--- src/rtl/fp_unpack_pipe.sv ---
// Two-stage multi-lane FP operand unpacker: half/single/double -> {sign, exp12, mant52} plus fclass.
// Stage 1 decodes fields and counts leading zeros; stage 2 normalises, classifies and holds the output.
module fp_unpack_pipe #(
  parameter int LANES   = 2,
  parameter bit NAN_BOX = 1'b1
) (
  input  logic                  clk,
  input  logic                  rst,
  input  logic                  fp_unpack_i_flush,
  input  logic                  fp_unpack_i_valid,
  output logic                  fp_unpack_o_ready,
  input  logic [1:0]            fp_unpack_i_fmt,
  input  logic [64*LANES-1:0]   fp_unpack_i_data,
  output logic                  fp_unpack_o_valid,
  input  logic                  fp_unpack_i_ready,
  output logic [65*LANES-1:0]   fp_unpack_o_result,
  output logic [10*LANES-1:0]   fp_unpack_o_class,
  output logic                  fp_unpack_o_illegal
);

  localparam logic [1:0] FMT_S = 2'd0;
  localparam logic [1:0] FMT_D = 2'd1;
  localparam logic [1:0] FMT_H = 2'd2;
  localparam logic [1:0] FMT_X = 2'd3;

  logic s1_valid, s2_valid, s1_adv, s2_adv;
  logic [1:0] s1_fmt;

  logic [LANES-1:0]        s1_sign, s1_exp_zero, s1_exp_ones, s1_mant_zero, s1_box_bad;
  logic [LANES-1:0][10:0]  s1_exp;
  logic [LANES-1:0][51:0]  s1_mant;
  logic [LANES-1:0][5:0]   s1_z;

  logic [LANES-1:0]        nx_sign, nx_exp_ones, nx_box_bad;
  logic [LANES-1:0][10:0]  nx_exp;
  logic [LANES-1:0][51:0]  nx_mant;

  logic [65*LANES-1:0]     nx_result;
  logic [10*LANES-1:0]     nx_class;

  // Leading zeros of a left-aligned mantissa; the highest set bit wins.
  function automatic logic [5:0] lzc52(input logic [51:0] m);
    lzc52 = 6'd52;
    for (int i = 0; i < 52; i++)
      if (m[i]) lzc52 = 6'(51 - i);
  endfunction

  assign s2_adv            = ~s2_valid | fp_unpack_i_ready;
  assign s1_adv            = ~s1_valid | s2_adv;
  assign fp_unpack_o_ready = s1_adv;
  assign fp_unpack_o_valid = s2_valid;

  // Field decode; mantissas are left-aligned at bit 51 so one datapath serves all formats.
  always_comb begin
    nx_sign     = '0;
    nx_exp      = '0;
    nx_mant     = '0;
    nx_exp_ones = '0;
    nx_box_bad  = '0;
    for (int k = 0; k < LANES; k++) begin
      case (fp_unpack_i_fmt)
        FMT_H: begin
          nx_sign[k]     = fp_unpack_i_data[64*k+15];
          nx_exp[k]      = {6'b0, fp_unpack_i_data[64*k+10 +: 5]};
          nx_mant[k]     = {fp_unpack_i_data[64*k +: 10], 42'b0};
          nx_exp_ones[k] = &fp_unpack_i_data[64*k+10 +: 5];
          nx_box_bad[k]  = NAN_BOX && !(&fp_unpack_i_data[64*k+16 +: 48]);
        end
        FMT_S: begin
          nx_sign[k]     = fp_unpack_i_data[64*k+31];
          nx_exp[k]      = {3'b0, fp_unpack_i_data[64*k+23 +: 8]};
          nx_mant[k]     = {fp_unpack_i_data[64*k +: 23], 29'b0};
          nx_exp_ones[k] = &fp_unpack_i_data[64*k+23 +: 8];
          nx_box_bad[k]  = NAN_BOX && !(&fp_unpack_i_data[64*k+32 +: 32]);
        end
        default: begin
          nx_sign[k]     = fp_unpack_i_data[64*k+63];
          nx_exp[k]      = fp_unpack_i_data[64*k+52 +: 11];
          nx_mant[k]     = fp_unpack_i_data[64*k +: 52];
          nx_exp_ones[k] = &fp_unpack_i_data[64*k+52 +: 11];
        end
      endcase
    end
  end

  always_ff @(posedge clk) begin
    if (rst)                    s1_valid <= 1'b0;
    else if (fp_unpack_i_flush) s1_valid <= 1'b0;
    else if (s1_adv)            s1_valid <= fp_unpack_i_valid;
  end

  always_ff @(posedge clk) begin
    if (s1_adv && fp_unpack_i_valid) begin
      s1_fmt <= fp_unpack_i_fmt;
      for (int k = 0; k < LANES; k++) begin
        s1_sign[k]      <= nx_sign[k];
        s1_exp[k]       <= nx_exp[k];
        s1_mant[k]      <= nx_mant[k];
        s1_z[k]         <= lzc52(nx_mant[k]);
        s1_exp_zero[k]  <= (nx_exp[k] == 11'd0);
        s1_exp_ones[k]  <= nx_exp_ones[k];
        s1_mant_zero[k] <= (nx_mant[k] == 52'd0);
        s1_box_bad[k]   <= nx_box_bad[k];
      end
    end
  end

  // Stage 2: rebias, normalise subnormals, classify.
  always_comb begin
    logic [11:0] off, kexp, e12;
    logic [5:0]  sh;
    logic [51:0] m52;
    logic [9:0]  cls;
    nx_result = '0;
    nx_class  = '0;
    case (s1_fmt)
      FMT_H:   begin off = 12'h7F0; kexp = 12'h7F1; end
      FMT_S:   begin off = 12'h780; kexp = 12'h781; end
      default: begin off = 12'h400; kexp = 12'h401; end
    endcase
    for (int k = 0; k < LANES; k++) begin
      sh  = s1_z[k] + 6'd1;
      e12 = 12'd0;
      m52 = 52'd0;
      cls = 10'd0;
      if (s1_fmt == FMT_X) begin
        cls = 10'd0;
      end else if (s1_box_bad[k] && s1_fmt != FMT_D) begin
        e12    = 12'hFFF;
        m52    = {1'b1, 51'b0};
        cls[9] = 1'b1;
      end else if (s1_exp_ones[k]) begin
        e12 = 12'hFFF;
        m52 = s1_mant[k];
        if (s1_mant_zero[k])  cls[s1_sign[k] ? 0 : 7] = 1'b1;
        else if (m52[51])     cls[9] = 1'b1;
        else                  cls[8] = 1'b1;
      end else if (s1_exp_zero[k]) begin
        if (s1_mant_zero[k]) begin
          cls[s1_sign[k] ? 3 : 4] = 1'b1;
        end else begin
          e12 = kexp - {6'b0, sh};
          m52 = s1_mant[k] << sh;
          cls[s1_sign[k] ? 2 : 5] = 1'b1;
        end
      end else begin
        e12 = {1'b0, s1_exp[k]} + off;
        m52 = s1_mant[k];
        cls[s1_sign[k] ? 1 : 6] = 1'b1;
      end
      if (s1_fmt != FMT_X)
        nx_result[65*k +: 65] = {(s1_box_bad[k] && s1_fmt != FMT_D) ? 1'b0 : s1_sign[k], e12, m52};
      nx_class[10*k +: 10] = cls;
    end
  end

  always_ff @(posedge clk) begin
    if (rst) begin
      s2_valid            <= 1'b0;
      fp_unpack_o_result  <= '0;
      fp_unpack_o_class   <= '0;
      fp_unpack_o_illegal <= 1'b0;
    end else begin
      if (fp_unpack_i_flush) s2_valid <= 1'b0;
      else if (s2_adv)       s2_valid <= s1_valid;
      if (s2_adv && s1_valid) begin
        fp_unpack_o_result  <= nx_result;
        fp_unpack_o_class   <= nx_class;
        fp_unpack_o_illegal <= (s1_fmt == FMT_X);
      end
    end
  end

endmodule

--- config.mk ---
export PLATFORM = sky130hd
export DESIGN_NAME = fp_unpack_pipe
export DESIGN_NICKNAME = d
export VERILOG_FILES = /design/src/rtl/fp_unpack_pipe.sv
export SDC_FILE = /design/constraint.sdc
export NUM_CORES = 1
export LEC_CHECK = 0
export ABC_AREA = 1
export ABC_CLOCK_PERIOD_IN_PS = 4200
export CORE_MARGIN = 5
export CORE_UTILIZATION = 35
export CTS_CLUSTER_DIAMETER = 80
export CTS_CLUSTER_SIZE = 20
export DETAILED_ROUTE_END_ITERATION = 16
export PLACE_DENSITY = 0.59
export SLEW_MARGIN = 20
export SYNTH_ARGS = -nofsm -noshare
export SYNTH_HDL_FRONTEND = slang
export SYNTH_SLANG_ARGS = --single-unit
--- constraint.sdc ---
create_clock -name clk -period 4.2 [get_ports clk]
set_clock_uncertainty 0.1 [all_clocks]
set_input_delay 0.84 -clock clk [delete_from_list [all_inputs] [get_ports clk]]
set_output_delay 0.84 -clock clk [all_outputs]
set_load 0.01 [all_outputs]
Word level (Yosys, flattened, before mapping)
Cells that the tools add are included.
{ "classes": {"n_eq_ne": 5, "mux": 182, "n_reduce_logical": 43, "add_sub_neg": 6, "magnitude_cmp": 16, "bitwise_logic": 4, "n_shift": 2} }
{ "op_table": {"columns": ["op", "n"], "rows": [
  ["52-bit 2-to-1 mux", 10],
  ["6-bit 2-to-1 mux", 38],
  ["52-bit one-hot mux with 2 select lines", 2],
  ["5-bit 2-to-1 mux", 32],
  ["65-bit 2-to-1 mux", 2],
  ["12-bit 2-to-1 mux", 10],
  ["52-bit logical NOT", 2],
  ["52-bit by 6-bit << shifter with 52-bit output", 2],
  ["48-bit AND reduction", 2],
  ["10-bit 2-to-1 mux", 8],
  ["4-bit 2-to-1 mux", 16],
  ["32-bit AND reduction", 2],
  ["32-bit OR reduction", 2],
  ["3-bit 2-to-1 mux", 18],
  ["11-bit one-hot mux with 2 select lines", 2],
  ["3-bit by 5-bit less-than comparator with 1-bit output (second input constant)", 8],
  ["10-bit one-hot mux with 2 select lines", 2],
  ["1-bit demux with 4-bit select", 8],
  ["16-bit OR reduction", 2],
  ["11-bit by 12-bit adder with 12-bit output", 2],
  ["3-bit by 1-bit greater-or-equal comparator with 1-bit output (second input constant)", 8],
  ["12-bit by 6-bit subtractor with 12-bit output", 2],
  ["11-bit logical NOT", 2],
  ["11-bit AND reduction", 2],
  ["19 further kinds", 74]
]} }
{ "word_totals": {"word_cells": 285, "input_bits": 135, "register_bits": 303} }

Longest topological paths before layout
Gate-level depths: netlist (run 1).
{ "logic_depth": {"ltp_word": 53, "depth_mapped": 51, "ltp_nobuf": 51} }

Worst setup path before layout (run 1)
No wires, ideal clock.
{ "synth_timing": {"path_type": "input port to flip-flop", "start": "input fp_unpack_i_ready", "end": "register s1_box_bad[0] (enable)", "slack_ns": -0.419, "path_stages": 4, "arrival_ns": 4.017, "path_buffers": 0, "t_required_ns": 3.597, "path_cell_list": "inv_1 > nand3_1 > nand2_1 > inv_1"} }
{ "synth_via": {"elab_chain_cells": 3} }
{ "synth_lines": {"columns": ["item", "line_no", "source"], "rows": [
  ["start: declaration", "15", "input logic fp_unpack_i_ready,"],
  ["1-bit OR", "48", "assign s2_adv = ~s2_valid | fp_unpack_i_ready;"],
  ["1-bit OR", "49", "assign s1_adv = ~s1_valid | s2_adv;"],
  ["via fp_unpack_o_ready", "11", "output logic fp_unpack_o_ready,"],
  ["1-bit logical AND", "93", "if (s1_adv && fp_unpack_i_valid) begin"],
  ["end signal: indexed assignment", "103", "s1_box_bad[k] <= nx_box_bad[k];"],
  ["end: declaration", "29", "logic [LANES-1:0] s1_sign, s1_exp_zero, s1_exp_ones, s1_mant_zero, s1_box_bad;"]
]} }
The timed path passes the listed nets, and every way through them passes these cells.
A chain may end at the register's enable or synchronous reset.

Final worst setup path (run 1)
{ "layout_timing": {"start": "input fp_unpack_i_data[0]", "end": "register s1_z[0] (netlist name) (data pin)"} }
{ "layout_via": {"elab_chain_cells": 52} }
{ "layout_lines": {"columns": ["item", "line_no", "source"], "rows": [
  ["start: declaration", "13", "input logic [64*LANES-1:0] fp_unpack_i_data,"],
  ["52-bit one-hot mux with 2 select lines (*)", "61", "case (fp_unpack_i_fmt)"],
  ["3-bit 2-to-1 mux", "45", "if (m[i]) lzc52 = 6'(51 - i);"],
  ["6-bit 2-to-1 mux (19 in series)", "45", null],
  ["5-bit 2-to-1 mux (16 in series)", "45", null],
  ["4-bit 2-to-1 mux (6 in series)", "45", null],
  ["4-bit 2-to-1 mux (*) (2 in series)", "45", null],
  ["3-bit 2-to-1 mux (*) (4 in series)", "45", null],
  ["2-bit 2-to-1 mux (*) (2 in series)", "45", null],
  ["1-bit 2-to-1 mux (*)", "45", null],
  ["end signal: indexed assignment", "99", "s1_z[k] <= lzc52(nx_mant[k]);"],
  ["end: declaration", "32", "logic [LANES-1:0][5:0] s1_z;"]
]} }
Every way passes the cells marked *; elsewhere a longest branch is shown, timed or not.

==> results of run 1 <==
==> stage by stage <==
stage	total power [mW]	area, um2	util, %	setup TNS, ns
after floorplan	4.872	20600	-	0
after global placement	5.804	24420	41.61	-0.1863
after detailed placement	5.791	24420	41.61	-0.1534
after CTS	8.255	25260	43.04	0
after global routing	8.669	25260	43.05	0
final	8.271	25260	43.05	0
==> cell families after synthesis <==
kind of cell / Yosys count / synth area share, %
compound gates: 738 / 20.75
buf+inv: 515 / 9.930
simple gates: 1365 / 26.31
fa+ha+maj: 24 / 1.531
xor+xnor: 11 / 0.4676
mux: 88 / 4.276
flops: 303 / 36.73
==> final cells by class <==
type	instances	area, um2	share of cell area, %
repair buffers	369	3576	14.15
inverters	324	1220	4.829
multi-input cells	2226	11090	43.91
flip-flops and latches	303	7567	29.95
clock buffers	35	693.2	2.744
clock inverters	10	146.4	0.5795
well taps	773	967.2	3.828
==> sequential cells by signal (all words and copies together) (netlist names) <==
register / flops
s1_exp: 22
s1_exp_zero: 2
s1_mant_zero: 2
s1_sign: 2
fp_unpack_o_class: 20
s1_box_bad: 2
s1_mant: 104
s1_fmt: 2
s1_valid: 1
s1_exp_ones: 2
fp_unpack_o_result: 130
s1_z: 12
fp_unpack_o_illegal: 1
fp_unpack_o_valid: 1
==> worst reg2reg max path: stages (launching register included) <==
cell and delay, ns:
sky130_fd_sc_hd__edfxtp_1 0.60, sky130_fd_sc_hd__nor2_1 0.62, sky130_fd_sc_hd__inv_1 0.31, sky130_fd_sc_hd__fa_1 0.47, sky130_fd_sc_hd__o31ai_1 0.33, sky130_fd_sc_hd__inv_1 0.07
sky130_fd_sc_hd__nor2_1 0.12, sky130_fd_sc_hd__nor2_1 0.07, sky130_fd_sc_hd__o21bai_1 0.16, sky130_fd_sc_hd__or2_2 0.13, sky130_fd_sc_hd__nand3_1 0.06, sky130_fd_sc_hd__nand3_1 0.10
sky130_fd_sc_hd__nand2_1 0.09, sky130_fd_sc_hd__a21oi_1 0.15
==> worst paths after layout <==
check / from / endpoint / slack (ns) / cells after the start
setup / recovery: fp_unpack_i_data[0] / s1_z[0]$_SDFFCE_PP0P_ / 0.56 / 51
hold reg to reg: fp_unpack_o_result[25]$_SDFFE_PP0P_ / fp_unpack_o_result[25]$_SDFFE_PP0P_ / 0.36 / 2
setup reg to reg: s1_fmt[0]$_DFFE_PP_ / fp_unpack_o_result[62]$_SDFFE_PP0P_ / 0.75 / 13
hold / removal: fp_unpack_o_result[25]$_SDFFE_PP0P_ / fp_unpack_o_result[25]$_SDFFE_PP0P_ / 0.36 / 2
==> power groups by stage <==
stage / clock (mW) / sequential (mW) / combinational (mW)
after CTS: 2.52 / 3.35 / 2.38
after global routing: 2.63 / 3.37 / 2.67
after floorplan: 0 / 3.37 / 1.50
after detailed placement: 0 / 3.42 / 2.37
final: 2.47 / 3.36 / 2.44
after global placement: 0 / 3.42 / 2.39
==> cell usage in the layout (no fill, tap or decap), types with 14 or more instances in the layout <==
cell type                           n
sky130_fd_sc_hd__a21boi_0          18
sky130_fd_sc_hd__a21oi_1          208
sky130_fd_sc_hd__a22oi_1           18
sky130_fd_sc_hd__a32o_1            19
sky130_fd_sc_hd__buf_4             77
sky130_fd_sc_hd__clkbuf_16         25
sky130_fd_sc_hd__clkdlybuf4s50_1  283
sky130_fd_sc_hd__dfxtp_1          153
sky130_fd_sc_hd__edfxtp_1         150
sky130_fd_sc_hd__ha_1              22
sky130_fd_sc_hd__inv_1            314
sky130_fd_sc_hd__mux2i_1           88
sky130_fd_sc_hd__nand2_1          980
sky130_fd_sc_hd__nand3_1           94
sky130_fd_sc_hd__nand4_1           29
sky130_fd_sc_hd__nor2_1           215
sky130_fd_sc_hd__o211ai_1          32
sky130_fd_sc_hd__o21a_1            14
sky130_fd_sc_hd__o21ai_0          317
sky130_fd_sc_hd__o221ai_1          18
sky130_fd_sc_hd__o22ai_1           43
==> what timing repair did <==
| action | 4_1_cts | 5_1_grt |
|---|---|---|
| gates resized for setup | 0 | 4 |
| buffers inserted | 0 | 0 |
| endpoints found under the setup margin | 0 | 2 |
| hold endpoints to repair | 0 | 0 |
==> routing by layer <==
layer	GRT usage [%]	vias up	wire length, um
li1	-	10540	-
met1	42.12	10050	42620
met2	34.04	1028	32370
met3	3.602	88	8001
met4	4.451	0	1445
met5	0	-	0
==> metrics.log, run 1 <==
INFO  metric result_of_the_run = complete, no violations
INFO  metric critical_path_s_top_delay_family = simple AND/OR/NAND/NOR gates
INFO  metric place_congestion = 0.9849
INFO  metric worst-path-buf-inv = 1
INFO  metric grt_overflow_total = 0
INFO  metric num_rows = 89
INFO  metric global_route_wire_length_before_repair = 125500 um
INFO  metric core_ar = 58690 um2
INFO  metric p_leak = 10.64 nW
INFO  metric yosys-top-cells-area = sky130_fd_sc_hd__edfxtp_1 22%, sky130_fd_sc_hd__nand2_1 18%, sky130_fd_sc_hd__dfxtp_1 15%
INFO  metric worstHoldPathType = reg -> reg
INFO  metric cap_viol_max_count = 0
INFO  metric die_w = 252.6 um
INFO  metric syn-cell-area = 20600 um2
INFO  metric peakVddDrop = 0.0002461 V
INFO  metric cts_sinks = 303
INFO  metric worstSetupEndpointType = register
INFO  metric synthesis.area_per_instance = 6.768 um2
INFO  metric final_layout_size_suffix_gt1_share = 4.806%
INFO  metric timing.slew.headroom = 27.91%
INFO  metric num-nets-final = 3408
INFO  metric rsz0062_at_grt = false
INFO  metric critical_path.max_stage_delay = 0.49 ns
INFO  metric synth_ff_type = sky130_fd_sc_hd__dfxtp_1
INFO  metric clock_tree.root_cell = sky130_fd_sc_hd__clkbuf_16
INFO  metric drtPass1Iterations = 5
INFO  metric grtUsageTotal = 25.22%
INFO  metric avgViaCountPerCell = 5.370
INFO  metric cp_slowest_cell = sky130_fd_sc_hd__clkdlybuf4s50_1
INFO  metric die_outline_area = 63810 um2
INFO  metric post_synth_top_area_cell = sky130_fd_sc_hd__edfxtp_1
INFO  metric start_kind = input port
INFO  metric finalWirelength = 84440 um
INFO  metric cts-htree-levels = 1
INFO  metric synth_enable_flop_cells = 150
INFO  metric path_common_cell = sky130_fd_sc_hd__nand2_1
INFO  metric detailed_place_hpwl = 67270 um
INFO  metric fp.dieH = 252.6 um
INFO  metric ys_ff_latch = 303
INFO  metric antenna_left = 0
INFO  metric dpl_worst_slack = -0.1004 ns
INFO  metric grt_pass1_vias = 19590
INFO  metric power.share.switching = 36.00%
INFO  metric critPathMaxFanout = 2
INFO  metric post-route-period-util = 86.67%
INFO  metric drt-initial-drc-count = 2705
INFO  metric initial_core_util = 35.10%
INFO  metric cts_max_path_buffers = 3
INFO  metric post_drt_wl_per_cell = 20.90 um
INFO  metric holdBufCountCts = 0
INFO  metric worst-endpoint-arrival = 3.97 ns
INFO  metric fillCellCount = 6221
INFO  metric clkPwrFrac = 29.9%
INFO  metric antenna_cells = 0
INFO  metric yosysWarningCount = 0
INFO  metric synth.net_count = 3203
INFO  metric timing.fmax = 274.7 MHz
INFO  metric combPwrFrac = 29.6%
INFO  metric slew_violations = 0
INFO  metric synthDominantCellAreaShare = 21.86%
INFO  metric grt_start_max_net_pins = 152
INFO  metric hold_viol = 0
INFO  metric clkLatencyLatePin = 0.57 ns
INFO  metric drc_markers = 0
INFO  metric synth_async_sr_flop_share = 0%
INFO  metric p_int = 5.293 mW
INFO  metric netlist_top_cells_count = 982 x sky130_fd_sc_hd__nand2_1, 317 x sky130_fd_sc_hd__o21ai_0, 316 x sky130_fd_sc_hd__inv_1
INFO  metric tritoncts = built
INFO  metric final_std_cells_w_o_fill = 4040
INFO  metric area_growth = 22.63%
INFO  metric seq_power_share = 40.6%
INFO  metric layout_min_cycle_time = 3.640 ns
INFO  metric power.net_switching = 2.977 mW
INFO  metric crit_required = 4.53 ns
INFO  metric synth_sequential_area_ratio = 36.73%
INFO  metric dr_total_vias = 21700
INFO  metric synthesis.instances = 3044
INFO  metric pin_count = 288
INFO  metric antenna_found_initial = 1
INFO  metric synth.lib_cells_used.distinct = 51
INFO  metric timing.hold.ws = 0.3648 ns
INFO  metric cellPowerDensity = 327.4 nW/um2
INFO  metric critical_path_class = in -> reg
INFO  metric cell_count_after_placement = 3995
INFO  metric placement.io_buffers = 287
INFO  metric synth.most_common_cell = sky130_fd_sc_hd__nand2_1
INFO  metric clkTransAtPathRegs = 0.09 ns
INFO  metric worst_slew_pin_slew = 1.080 ns
INFO  metric finalSetupViolations = 0
INFO  metric cts_inserted_buffers = 25
INFO  metric layout_setup_ws = 0.5597 ns
No activity file was read; power rests on OpenSTA's default activity.
==> inputs of run 2 (changes only) <==
--- a/config.mk
+++ b/config.mk
@@ -7,7 +7,6 @@
 export LEC_CHECK = 0
 export ABC_AREA = 1
 export ABC_CLOCK_PERIOD_IN_PS = 4200
-export CORE_MARGIN = 5
 export CORE_UTILIZATION = 35
 export CTS_CLUSTER_DIAMETER = 80
 export CTS_CLUSTER_SIZE = 20
==> run 2 against run 1 <==
Net effect:
- highest routed layer unchanged
- critical path depth increased by 1
- first-iteration DRC count shrank 0.11%
- sequential share of layout area shrank 0.14 points
- sequential cell count is the same
- combinational power barely moved
- register-to-register slack improved by 0.02 ns
- sequential power barely moved
==> metrics.log, run 2 (synthesis gave the netlist of run 1 again) <==
INFO  metric timing.fmax = 270.4 MHz
INFO  metric fillCellCount = 6149
INFO  metric largest_registers_in_the_final_layout = fp_unpack_o_result: 130 flops, s1_mant: 104 flops, s1_exp: 22 flops
INFO  metric initial_core_util = 35.57%
INFO  metric largest_register_ff_count = 130
INFO  metric finalWirelength = 82830 um
INFO  metric result_of_the_run = complete, no violations
INFO  metric final_util = 43.82%
INFO  metric avgViaCountPerCell = 5.402
INFO  metric layout_min_cycle_time = 3.698 ns
INFO  metric dr_total_vias = 21810
INFO  metric cts_inserted_buffers = 25
INFO  metric area_growth = 23.19%
INFO  metric die_outline_area = 59830 um2
INFO  metric cts_max_path_buffers = 3
INFO  metric global_route_wire_length_before_repair = 123500 um
INFO  metric worst-r2r-setup-slack = 0.77 ns
INFO  metric critPathMaxFanout = 2
INFO  metric critical_path_class = in -> reg
INFO  metric grt_pass1_vias = 19530
INFO  metric layout_common_cells = 981 x sky130_fd_sc_hd__nand2_1, 317 x sky130_fd_sc_hd__o21ai_0, 314 x sky130_fd_sc_hd__inv_1, 284 x sky130_fd_sc_hd__clkdlybuf4s50_1, 215 x sky130_fd_sc_hd__nor2_1
INFO  metric num-nets-final = 3413
INFO  metric antenna_found_initial = 1
INFO  metric layout.cells.most_common = sky130_fd_sc_hd__nand2_1
INFO  metric grtUsageTotal = 26.88%
INFO  metric finalSetupViolations = 0
INFO  metric post-route-period-util = 88.06%
INFO  metric critical_path_s_top_delay_family = simple AND/OR/NAND/NOR gates
INFO  metric critical_path.max_stage_delay = 0.48 ns
INFO  metric grt_start_max_net_pins = 91
INFO  metric peakVddDrop = 0.0002377 V
INFO  metric core_ar = 57920 um2
INFO  metric grt_overflow_total = 0
INFO  metric path_common_cell = sky130_fd_sc_hd__nand2_1
INFO  metric cp_slowest_cell = sky130_fd_sc_hd__clkdlybuf4s50_1
INFO  metric hold_viol = 0
INFO  metric worst-endpoint-arrival = 3.92 ns
INFO  metric start_kind = input port
INFO  metric drc_markers = 0
INFO  metric antenna_cells = 0
INFO  metric placement.io_buffers = 287
INFO  metric place_congestion = 0.9971
INFO  metric slew_violations = 0
INFO  metric largest_reg_by_ff_count = fp_unpack_o_result
INFO  metric detailed_place_hpwl = 65670 um
INFO  metric clkTransAtPathRegs = 0.08 ns
INFO  metric rsz0062_at_grt = false
INFO  metric clock_tree.root_cell = sky130_fd_sc_hd__clkbuf_16
INFO  metric cts-htree-levels = 1
INFO  metric num_rows = 88
INFO  metric drt-initial-drc-count = 2702
INFO  metric timing.slew.headroom = 32.83%
INFO  metric worst-path-buf-inv = 2
INFO  metric post_cts_resize_count = 0
INFO  metric clkLatencyLatePin = 0.58 ns
INFO  metric p_leak = 10.69 nW
INFO  metric antenna_left = 0
INFO  metric post_drt_wl_per_cell = 20.52 um
INFO  metric pin_count = 288
INFO  metric cts_sinks = 303
INFO  metric holdBufCountCts = 0
INFO  metric worstSetupEndpointType = register
INFO  metric setup_tns_final = 0 ns
INFO  metric crit_required = 4.42 ns
INFO  metric die_w = 244.6 um
INFO  metric worstHoldPathType = reg -> reg
INFO  metric cellPowerDensity = 331.3 nW/um2
INFO  metric final_layout_size_suffix_gt1_share = 4.982%
INFO  metric drtPass1Iterations = 8
INFO  metric fp.dieH = 244.6 um
INFO  metric worst_slew_pin_slew = 1.006 ns
INFO  metric tritoncts = built
INFO  metric cap_viol_max_count = 0
INFO  metric postCtsSetupRepairBufs = 0
[run 2: worst paths after layout]
check,from,end,cells past startpoint
worst max-delay path,fp_unpack_i_data[65],s1_z[6]$_SDFFCE_PP0P_,52
worst min-delay path,fp_unpack_o_result[70]$_SDFFE_PP0P_,fp_unpack_o_result[70]$_SDFFE_PP0P_,2
worst max register to register,s1_fmt[1]$_DFFE_PP_,fp_unpack_o_result[62]$_SDFFE_PP0P_,16
worst min register to register,fp_unpack_o_result[70]$_SDFFE_PP0P_,fp_unpack_o_result[70]$_SDFFE_PP0P_,2
[run 2: report_power, final]
part | internal, mW | switching (mW) | total [mW]
logic | 0.838 | 1.60 | 2.43
registers | 3.24 | 0.116 | 3.35
clock network | 1.34 | 1.28 | 2.62
total | 5.41 | 2.99 | 8.41
[run 2: per-layer routing]
layer	wire [um]	vias to the layer above	global-route usage (%)	share of wire, %
li1	-	10550	-	-
met1	41980	10110	44.05	51
met2	31720	1047	36.36	38
met3	7662	94	3.597	9.3
met4	1463	0	5.092	1.8
met5	0	-	0	0
[run 2: through the flow]
step	power, mW	hold WS [ns]	setup slack, ns	cells	instance area [um2]
after global placement	5.795	0.3523	-0.09824	3992	24480
after floorplan	4.872	0.3900	0.2916	3044	20600
final	8.408	0.3661	0.5017	4037	25380
after detailed placement	5.782	0.3552	-0.05651	3992	24480
after CTS	8.399	0.3679	0.5287	4037	25380
after global routing	8.801	0.3823	0.01180	4037	25380
[run 2: area by class of cell]
cell class / count / area, um2 / share of cell area (%)
Timing Repair Buffer: 374 / 3649 / 14.38
Multi-Input combinational cell: 2226 / 11090 / 43.70
Sequential cell: 303 / 7567 / 29.82
Tap cell: 765 / 957.2 / 3.771
Clock inverter: 12 / 198.9 / 0.7839
Clock buffer: 33 / 696.9 / 2.746
Inverter: 324 / 1220 / 4.807
[run 2: worst min-delay path, delay by kind of cell (launching register included)]
kind            cells  cell delay [ns]
flops               1             0.31
simple gates        1             0.06
compound gates      1             0.05
==> inputs of run 3 (changes only) <==
--- a/config.mk
+++ b/config.mk
@@ -7,11 +7,12 @@
 export LEC_CHECK = 0
 export ABC_AREA = 1
 export ABC_CLOCK_PERIOD_IN_PS = 4200
-export CORE_UTILIZATION = 35
+export CAP_MARGIN = 30
+export CORE_UTILIZATION = 51
 export CTS_CLUSTER_DIAMETER = 80
 export CTS_CLUSTER_SIZE = 20
 export DETAILED_ROUTE_END_ITERATION = 16
-export PLACE_DENSITY = 0.59
+export PLACE_DENSITY = 0.8
 export SLEW_MARGIN = 20
 export SYNTH_ARGS = -nofsm -noshare
 export SYNTH_HDL_FRONTEND = slang
==> run 3 against run 2 <==
Net effect:
- total power down 7.0%
- critical path depth down 2
- clock-buffer cell count down 6
- maximum frequency up 0.25%
- core utilization up 18 points
- via count up 3.8%
- setup slack better by 0.0094 ns
- register-to-register slack worse by 0.13 ns
- routed wire length down 2.6%
- clock power down 24%
- highest routed layer unchanged
- die area down 31%
==> metrics.log, run 3 (synthesis gave the netlist of run 1 again) <==
INFO  metric result_of_the_run = complete, no violations
INFO  metric avgViaCountPerCell = 5.993
INFO  metric grt_start_max_net_pins = 152
INFO  metric timing.fmax = 271.1 MHz
INFO  metric layout_min_cycle_time = 3.689 ns
INFO  metric die_w = 203.0 um
INFO  metric peakVddDrop = 0.0002216 V
INFO  metric global_route_wire_length_before_repair = 121200 um
INFO  metric p_leak = 10.53 nW
INFO  metric clkTransAtPathRegs = 0.08 ns
INFO  metric layout.cells.most_common = sky130_fd_sc_hd__nand2_1
INFO  metric worst-path-buf-inv = 1
INFO  metric initial_core_util = 51.73%
INFO  metric clkLatencyLatePin = 0.54 ns
INFO  metric grt_overflow_total = 0
INFO  metric largest_registers_in_the_final_layout = fp_unpack_o_result: 130 flops, s1_mant: 104 flops, s1_exp: 22 flops
INFO  metric cts-htree-levels = 1
INFO  metric dpl_worst_slack = -0.03286 ns
INFO  metric power.share.switching = 35.81%
INFO  metric worstSetupPathDepth = 50
INFO  metric finalSetupViolations = 0
INFO  metric place_congestion = 1.064
INFO  metric pin_count = 288
INFO  metric finalWirelength = 80630 um
INFO  metric num-nets-final = 3402
INFO  metric critical_path_s_top_delay_family = simple AND/OR/NAND/NOR gates
INFO  metric grt_pass1_vias = 20580
INFO  metric post-route-period-util = 87.83%
INFO  metric critical_path_class = in -> reg
INFO  metric path_common_cell = sky130_fd_sc_hd__nand2_1
INFO  metric largest_register_ff_count = 130
INFO  metric drc_markers = 0
INFO  metric post_drt_wl_per_cell = 21.34 um
INFO  metric cts_max_path_buffers = 3
INFO  metric cts_inserted_buffers = 21
INFO  metric critPathMaxFanout = 2
INFO  metric critical_path.reg2reg.endpoint = fp_unpack_o_result[41]$_SDFFE_PP0P_
INFO  metric worst-r2r-setup-slack = 0.64 ns
INFO  metric crit_required = 4.39 ns
INFO  metric rsz0062_at_grt = true
INFO  metric layout_common_cells = 980 x sky130_fd_sc_hd__nand2_1, 317 x sky130_fd_sc_hd__o21ai_0, 314 x sky130_fd_sc_hd__inv_1, 282 x sky130_fd_sc_hd__clkdlybuf4s50_1, 216 x sky130_fd_sc_hd__nor2_1
INFO  metric layout_setup_ws = 0.5110 ns
INFO  metric antenna_left = 0
INFO  metric clock_tree.root_cell = sky130_fd_sc_hd__clkbuf_16
INFO  metric cellPowerDensity = 316.0 nW/um2
INFO  metric timing.slew.headroom = 43.26%
INFO  metric placement.io_buffers = 287
INFO  metric final_layout_size_suffix_gt1_share = 4.367%
INFO  metric fp.dieH = 203.0 um
INFO  metric holdBufCountCts = 0
INFO  metric worst_r2r_path_depth = 8
INFO  metric cp_slowest_cell = sky130_fd_sc_hd__clkdlybuf4s50_1
INFO  metric total_power = 7.817 mW
INFO  metric tritoncts = built
INFO  metric critical_path.max_stage_delay = 0.51 ns
INFO  metric seq_power_share = 43.1%
INFO  metric clkPwrFrac = 25.4%
INFO  metric final_util = 62.13%
INFO  metric cts_sinks = 303
INFO  metric largest_reg_by_ff_count = fp_unpack_o_result
INFO  metric detailed_place_hpwl = 64170 um
INFO  metric worst-endpoint-arrival = 3.88 ns
INFO  metric grtUsageTotal = 38.06%
INFO  metric layout.area.seq = 7567 um2
INFO  metric power.net_switching = 2.799 mW
INFO  metric hold_viol = 0
INFO  metric start_kind = input port
INFO  metric worstSetupEndpointType = register
INFO  metric die_outline_area = 41200 um2
INFO  metric dr_total_vias = 22640
INFO  metric timing.critical_path.to = s1_z[0]$_SDFFCE_PP0P_
INFO  metric area_growth = 20.10%
INFO  metric drt-initial-drc-count = 3608
INFO  metric startpoint = fp_unpack_i_data[3]
INFO  metric worstHoldPathType = reg -> reg
INFO  metric multi_input_area = 11090 um2
INFO  metric fillCellCount = 3639
INFO  metric p_int = 5.018 mW
INFO  metric num_rows = 73
INFO  metric core_ar = 39820 um2
INFO  metric antenna_found_initial = 1
INFO  metric timing.hold.ws = 0.3665 ns
INFO  metric slew_violations = 0
INFO  metric worst_slew_pin_slew = 0.8497 ns
INFO  metric cap_viol_max_count = 0
INFO  metric drtPass1Iterations = 7
INFO  metric timing.rr.start = s1_z[0]$_SDFFCE_PP0P_
INFO  metric combPwrFrac = 31.5%
[run 3: worst min path at each step]
stage	slack [ns]	endpoint	cells past startpoint	start
floorplan	0.39	fp_unpack_o_class[0]$_SDFFE_PP0P_	2	fp_unpack_o_class[0]$_SDFFE_PP0P_
global placement	0.35	fp_unpack_o_class[4]$_SDFFE_PP0P_	2	fp_unpack_o_class[4]$_SDFFE_PP0P_
detailed placement	0.36	fp_unpack_o_result[25]$_SDFFE_PP0P_	2	fp_unpack_o_result[25]$_SDFFE_PP0P_
CTS	0.37	fp_unpack_o_result[25]$_SDFFE_PP0P_	2	fp_unpack_o_result[25]$_SDFFE_PP0P_
global route	0.39	fp_unpack_o_result[8]$_SDFFE_PP0P_	2	fp_unpack_o_result[8]$_SDFFE_PP0P_
finish	0.37	fp_unpack_o_result[8]$_SDFFE_PP0P_	2	fp_unpack_o_result[8]$_SDFFE_PP0P_
[run 3: power by group through the flow]
stage,clock (mW),combinational [mW],sequential [mW]
after global routing,2.10,2.66,3.37
after global placement,0,2.34,3.42
after CTS,2.01,2.37,3.35
final,1.99,2.46,3.37
after floorplan,0,1.50,3.37
after detailed placement,0,2.35,3.42
[run 3: cell type report]
class | instances | area share (%)
Inverter | 324 | 4.931
Clock inverter | 5 | 0.2731
Tap cell | 525 | 2.655
Clock buffer | 27 | 2.215
Antenna cell | 1 | 0.01011
Sequential cell | 303 | 30.59
Timing Repair Buffer | 367 | 14.50
Multi-Input combinational cell | 2226 | 44.83
[run 3: worst register-to-register path, stage by stage, from the launching register on]
cell and delay [ns]:
sky130_fd_sc_hd__edfxtp_1 0.44, sky130_fd_sc_hd__ha_1 0.30, sky130_fd_sc_hd__nand3_1 0.19, sky130_fd_sc_hd__xor2_4 0.69, sky130_fd_sc_hd__inv_1 0.64, sky130_fd_sc_hd__or2_2 0.51, sky130_fd_sc_hd__o221ai_1 0.33, sky130_fd_sc_hd__nand2_1 0.13
sky130_fd_sc_hd__a21oi_1 0.16
[run 3: timing repair]
action	in CTS	in global routing
endpoints found under the hold margin	0	0
endpoints found under the setup margin	0	2
resized for setup	0	5
buffers inserted	0	0
[run 3: stage by stage]
| step | area, um2 | setup TNS (ns) | cells |
|---|---|---|---|
| global route | 24740 | -0.04555 | 3777 |
| finish | 24740 | 0 | 3778 |
| CTS | 24730 | 0 | 3777 |
| floorplan | 20600 | 0 | 3044 |
| detailed placement | 24110 | -0.06066 | 3745 |
| global placement | 24110 | -0.07311 | 3745 |
[run 3: metal layers]
metal | GRT usage [%] | wire length, um | part of all wire (%) | vias to the layer above
met5 | 0 | 0 | 0 | -
met2 | 52.78 | 32090 | 40 | 1603
met3 | 8.299 | 11570 | 14 | 134
li1 | - | - | - | 10510
met4 | 10.37 | 1957 | 2.4 | 0
met1 | 58.49 | 35020 | 43 | 10400
